[config.mk]
export PLATFORM = sky130hd
export DESIGN_NAME = dev_tape_emulator
export DESIGN_NICKNAME = d
export VERILOG_FILES = /design/src/rtl/dev_tape_emulator_pkg.sv /design/src/rtl/dev_tape_emulator_sync_fifo_flush.sv /design/src/rtl/dev_tape_emulator.sv
export SDC_FILE = /design/constraint.sdc
export NUM_CORES = 1
export LEC_CHECK = 0
export ABC_CLOCK_PERIOD_IN_PS = 6610
export CAP_MARGIN = 20
export CELL_PAD_IN_SITES_DETAIL_PLACEMENT = 0
export CELL_PAD_IN_SITES_GLOBAL_PLACEMENT = 1
export CORE_ASPECT_RATIO = 0.75
export CORE_MARGIN = 2
export CORE_UTILIZATION = 35
export CTS_CLUSTER_SIZE = 10
export DETAILED_ROUTE_END_ITERATION = 6
export PLACE_DENSITY_LB_ADDON = 0.1
export SYNTH_ARGS = -nofsm -noshare
export SYNTH_HDL_FRONTEND = slang
export SYNTH_HIERARCHICAL = 1
export SYNTH_SLANG_ARGS = --single-unit
[constraint.sdc]
create_clock -name clk -period 6.61 [get_ports clk]
set_input_delay 0.9915 -clock clk [delete_from_list [all_inputs] [get_ports clk]]
set_output_delay 0.9915 -clock clk [all_outputs]
set_load 0.02 [all_outputs]
[src/rtl/dev_tape_emulator_pkg.sv]
// Shared constants and FSM state encodings for the tape reader/punch emulator.
package dev_tape_emulator_pkg;
  localparam int CHAR_W = 5;

  typedef enum logic [1:0] {I_IDLE, I_VAL, I_GAP} in_state_t;
  typedef enum logic       {O_IDLE, O_ACK}        out_state_t;
endpackage

[src/rtl/dev_tape_emulator_sync_fifo_flush.sv]
// Synchronous FIFO with occupancy count and a flush that can optionally keep the head entry.
module sync_fifo_flush #(
  parameter int DEPTH = 16,
  parameter int W     = 5
) (
  input  logic                         clk,
  input  logic                         reset,
  input  logic                         push,
  input  logic [W-1:0]                 push_data,
  input  logic                         pop,
  input  logic                         flush,
  input  logic                         keep_head,
  output logic [W-1:0]                 head,
  output logic [$clog2(DEPTH+1)-1:0]   count,
  output logic                         full,
  output logic                         empty
);
  localparam int AW = $clog2(DEPTH);
  localparam int CW = $clog2(DEPTH+1);

  logic [W-1:0]  mem [DEPTH];
  logic [AW-1:0] rd_ptr, wr_ptr;
  logic          do_push, do_pop, keep;

  assign full    = (count == CW'(DEPTH));
  assign empty   = (count == '0);
  assign do_push = push & ~full & ~flush;
  assign do_pop  = pop & ~empty;
  // A head popped in the flush cycle is gone, so there is nothing left to keep.
  assign keep    = keep_head & ~do_pop & ~empty;
  assign head    = mem[rd_ptr];

  always_ff @(posedge clk) begin
    if (reset) begin
      rd_ptr <= '0;
      wr_ptr <= '0;
      count  <= '0;
    end else begin
      if (do_pop) rd_ptr <= rd_ptr + AW'(1);
      if (flush) begin
        wr_ptr <= rd_ptr + AW'(do_pop) + AW'(keep);
        count  <= CW'(keep);
      end else begin
        if (do_push) wr_ptr <= wr_ptr + AW'(1);
        count <= count + CW'(do_push) - CW'(do_pop);
      end
    end
  end

  always_ff @(posedge clk) begin
    if (do_push) mem[wr_ptr] <= push_data;
  end
endmodule

[src/rtl/dev_tape_emulator.sv]
// Tape reader/punch emulator: feeds host characters to the core over a four-phase
// input handshake and captures core output characters into a one-entry host buffer.
module dev_tape_emulator
  import dev_tape_emulator_pkg::*;
#(
  parameter int FIFO_DEPTH = 16,
  parameter int CHAR_GAP   = 4
) (
  input  logic                              clk,
  input  logic                              reset,
  input  logic                              dev_input_rdy,
  output logic                              dev_input_val,
  output logic [CHAR_W-1:0]                 dev_input_data,
  input  logic                              dev_output_rdy,
  input  logic [CHAR_W-1:0]                 dev_output_data,
  output logic                              dev_output_ack,
  input  logic                              host_in_valid,
  input  logic [CHAR_W-1:0]                 host_in_data,
  output logic                              host_in_ready,
  input  logic                              host_flush,
  output logic                              host_out_valid,
  output logic [CHAR_W-1:0]                 host_out_data,
  input  logic                              host_out_ready,
  output logic [$clog2(FIFO_DEPTH+1)-1:0]   fifo_count
);
  localparam int GW = (CHAR_GAP > 0) ? $clog2(CHAR_GAP+1) : 1;

  in_state_t          istate;
  out_state_t         ostate;
  logic [GW-1:0]      gap_cnt;
  logic [CHAR_W-1:0]  fifo_head;
  logic               fifo_full, fifo_empty, fifo_pop;

  assign host_in_ready = ~fifo_full & ~host_flush;
  assign fifo_pop      = (istate == I_VAL) & ~dev_input_rdy;

  sync_fifo_flush #(.DEPTH(FIFO_DEPTH), .W(CHAR_W)) u_fifo (
    .clk       (clk),
    .reset     (reset),
    .push      (host_in_valid & host_in_ready),
    .push_data (host_in_data),
    .pop       (fifo_pop),
    .flush     (host_flush),
    .keep_head (istate == I_VAL),
    .head      (fifo_head),
    .count     (fifo_count),
    .full      (fifo_full),
    .empty     (fifo_empty)
  );

  always_ff @(posedge clk) begin
    if (reset) begin
      istate         <= I_IDLE;
      gap_cnt        <= '0;
      dev_input_val  <= 1'b0;
      dev_input_data <= '0;
    end else begin
      case (istate)
        I_IDLE: if (dev_input_rdy && !fifo_empty && gap_cnt == '0) begin
          istate         <= I_VAL;
          dev_input_val  <= 1'b1;
          dev_input_data <= fifo_head;
        end
        I_VAL: if (!dev_input_rdy) begin
          dev_input_val  <= 1'b0;
          dev_input_data <= '0;
          if (CHAR_GAP == 0) istate <= I_IDLE;
          else begin
            gap_cnt <= GW'(CHAR_GAP);
            istate  <= I_GAP;
          end
        end
        I_GAP: begin
          gap_cnt <= gap_cnt - GW'(1);
          if (gap_cnt == GW'(1)) istate <= I_IDLE;
        end
        default: istate <= I_IDLE;
      endcase
    end
  end

  // Capture waits for an empty buffer, which stalls the core's output handshake.
  always_ff @(posedge clk) begin
    if (reset) begin
      ostate         <= O_IDLE;
      dev_output_ack <= 1'b0;
      host_out_valid <= 1'b0;
      host_out_data  <= '0;
    end else begin
      if (host_out_ready) host_out_valid <= 1'b0;
      case (ostate)
        O_IDLE: if (dev_output_rdy && !host_out_valid) begin
          host_out_data  <= dev_output_data;
          host_out_valid <= 1'b1;
          dev_output_ack <= 1'b1;
          ostate         <= O_ACK;
        end
        O_ACK: if (!dev_output_rdy) begin
          dev_output_ack <= 1'b0;
          ostate         <= O_IDLE;
        end
        default: ostate <= O_IDLE;
      endcase
    end
  end
endmodule
==> metrics.md <==
| Metric | Value |
|---|---|
| Die Span Y | 107 um |
| Post_cts resized | 0 |
| Status | finished, final reports clean |
| Clock root buffer | clkbuf_16 |
| Synthesis-to-finish area growth | 21.7% |
| Ant. Diodes | 0 |
| Synthesized area | 4950 um2 |
| Most numerous cell in the Yosys netlist | edfxtp_1 |
| CTS tree | built |
| Clk buf depth | 2 |
| Required @ worst endpoint | 6900 ps |
| # clock sinks | 116 |
| Number of buffers created by CTS | 17 |
| DR pass1 iterations | 6 |
| Largest net degree at the start of global routing | 39 |
| Pwr/cell area | 285 nW/um2 |
| Syn Nets | 378 |
| Final min period | 3590 ps |
| Sequential-to-total area share from yosys stat | 0.630 |
| Synth area leader | edfxtp_1 |
| Internal Pwr Total | 1310 uW |
| Postcts setup bufs | 0 |
| Metal-1 WL | 5.62 mm |
| Period Utilization, post-route | 0.543 |
| Synth cell count leaders | edfxtp_1 (80), dfxtp_1 (36), nor2_1 (30), mux4_2 (20), nand2_1 (18) |
| Clock skew | 13.6 ps |
| Total congestion overflow | 0 |
| CTS clk-pin slew, worst paths | 70 ps |
| Met3 wire len | 396 um |
| Ys flop type | edfxtp_1 |
| Nets | 419 |
| RSZ-0062 raised after global routing | false |
| Reg power frac | 0.460 |
| Synthesized flop and latch total | 116 |
| TNS Setup | 0 ps |
| Final hold vios | 0 |
| Tightest Pin Transition | 1040 ps |
| Overall power | 1720 uW |
| Per-cell routed wire length | 18.0 um |
| Crit path DAT | 3880 ps |
| NetSw | 408 uW |
| Top post-synthesis cells by area | edfxtp_1 (48%), dfxtp_1 (15%), mux4_2 (9.1%) |
| Hold Crit Class | register to register |
| Drt initial violations | 205 |
| VDD IR max | 155 uV |
| Yosys top cell area share | 0.485 |
| Switching Share | 0.238 |
| CP endpoint kind | register |
| Share of cells above drive strength 1 | 0.170 |
| Htree depth | 4 |
| Clk_lat worst skew | 420 ps |
| Initial Util | 0.360 |
| Post-synth EDFFs | 80 |
| Rel. slew slack | 0.303 |
| Vias in the first global route | 2927 |
| Final HPWL from detailed placement | 6.97 mm |
| First-pass GRT wire length | 16.3 mm |
| Io pins | 36 |
| Port Buffers | 35 |
| Slew Viols, Final | 0 |
| Die area | 15100 um2 |
| Hold_buf cts | 0 |
| Via density | 4.98 |
| Synthesized area per cell | 14.4 um2 |
| Die X | 141 um |
| Via count | 2856 |
| Comb power frac | 0.039 |
| Startpoint Class | input port |
| Met2 routed WL | 4.21 mm |
| MaxCap Viol Count | 0 |
| Post-Synthesis Cells | 345 |
| Asr flop ratio synth | 0 |
| Initial antenna violation count | 0 |
| Total Wirelength | 10.3 mm |
| Uppermost routed layer | met4 |
| Critical path type | input port to register |
| Fmax | 279 MHz |
| Distinct cell type count after synthesis | 47 |
| Leakage | 0.00204 uW |
| Clock share of power | 0.501 |
| Ys Warns | 6 |
| Setup-violating endpoint count in the final report | 0 |
| Post-route ant nets | 0 |
| RD Place Congestion | 0.722 |
| Core ar. | 13700 um2 |
| # rows | 37 |
| Overall Global Routing Usage | 0.148 |
| DRC | 0 |
| Maximum fanout along the worst path | 15 |
==> routing by layer <==
layer / vias to the layer above / track usage
met3: 9 / 0.0415
met5: - / 0
li1: 1373 / -
met2: 56 / 0.200
met4: 0 / 0.0557
met1: 1418 / 0.224
==> final timing paths <==
kind                         from         endpoint  slack, ps  cells after the start
setup reg to reg  u_fifo/count[2]  u_fifo/count[4]       3470                     16
hold reg to reg     dev_input_val    dev_input_val        480                      2
setup / recovery    dev_input_rdy  u_fifo/count[4]       3020                      9
hold / removal      dev_input_val    dev_input_val        480                      2
==> stage by stage <==
stage / area, um2 / hold WS, ps / cells / worst slack (ps) / util
after CTS: 6030 / 489 / 574 / 3040 / 0.439
after floorplan: 4950 / 482 / 345 / 3360 / -
after global placement: 5470 / 475 / 542 / 2660 / 0.398
after detailed placement: 5470 / 479 / 542 / 2610 / 0.398
after global routing: 6030 / 493 / 574 / 2740 / 0.439
final: 6030 / 484 / 574 / 3020 / 0.439
==> state kept, by name, summed over array words and instances (netlist names), 2 cells and up, named ones only <==
| register | count |
|---|---|
| u_fifo/count | 5 |
| u_fifo/rd_ptr | 4 |
| istate | 2 |
| u_fifo/mem | 80 |
| gap_cnt | 3 |
| dev_input_data | 5 |
| u_fifo/wr_ptr | 4 |
| host_out_data | 5 |
==> critical path, cell delays in order <==
cell             delay [ps]
clkdlybuf4s50_1         480
nor3b_2                 810
nand2_1                 280
or2_2                   420
fa_1                    440
a21oi_1                 160
o21bai_1                 90
xnor2_1                 150
nor3_1                   50
==> cell families after synthesis <==
family	Yosys count	synth area share
flip-flops	116	0.630
AND/OR/NAND/NOR	102	0.115
AO/OA/AOI/OAI	39	0.0525
multiplexers	32	0.116
buffers and inverters	29	0.0242
adder cells (fa/ha/maj)	16	0.0419
XOR/XNOR	11	0.0194
==> power groups by stage <==
| stage | Combinational [uW] | Sequential, uW | Clock, uW |
|---|---|---|---|
| finish | 67.0 | 790 | 861 |
| global route | 74.0 | 791 | 911 |
| CTS | 67.8 | 790 | 882 |
| detailed placement | 67.5 | 806 | 0 |
| global placement | 67.4 | 806 | 0 |
| floorplan | 31.2 | 808 | 0 |
==> placed cells by master, fill, tap and decap left out, drive strengths merged, types with 2 or more instances in the layout <==
cell type	netlist	layout
nor3b	10	10
nand3	7	7
clkdlybuf4s50	0	35
a21oi	14	14
mux4	20	20
nand2	18	18
mux2i	7	7
edfxtp	80	80
nor2b	8	8
mux2	5	5
a21o	2	2
clkinvlp	0	2
and2	2	2
inv	15	26
clkbuf	8	17
xnor2	7	7
nor3	10	10
and3	2	2
nand2b	6	6
a211oi	4	4
a22oi	10	10
dfxtp	36	36
clkinv	0	2
ha	15	15
xor2	4	4
o21ai	4	4
nor2	30	30
==> cell type report <==
class | instances | area [um2]
clock buffer | 17 | 425
clock inverter | 15 | 136
fill | 1233 | 7720
inverter | 15 | 56.3
multi-input combinational | 200 | 1710
sequential | 116 | 3120
tap | 175 | 219
timing repair buffer | 36 | 358
Note: power is estimated with default switching activity, not from simulation.
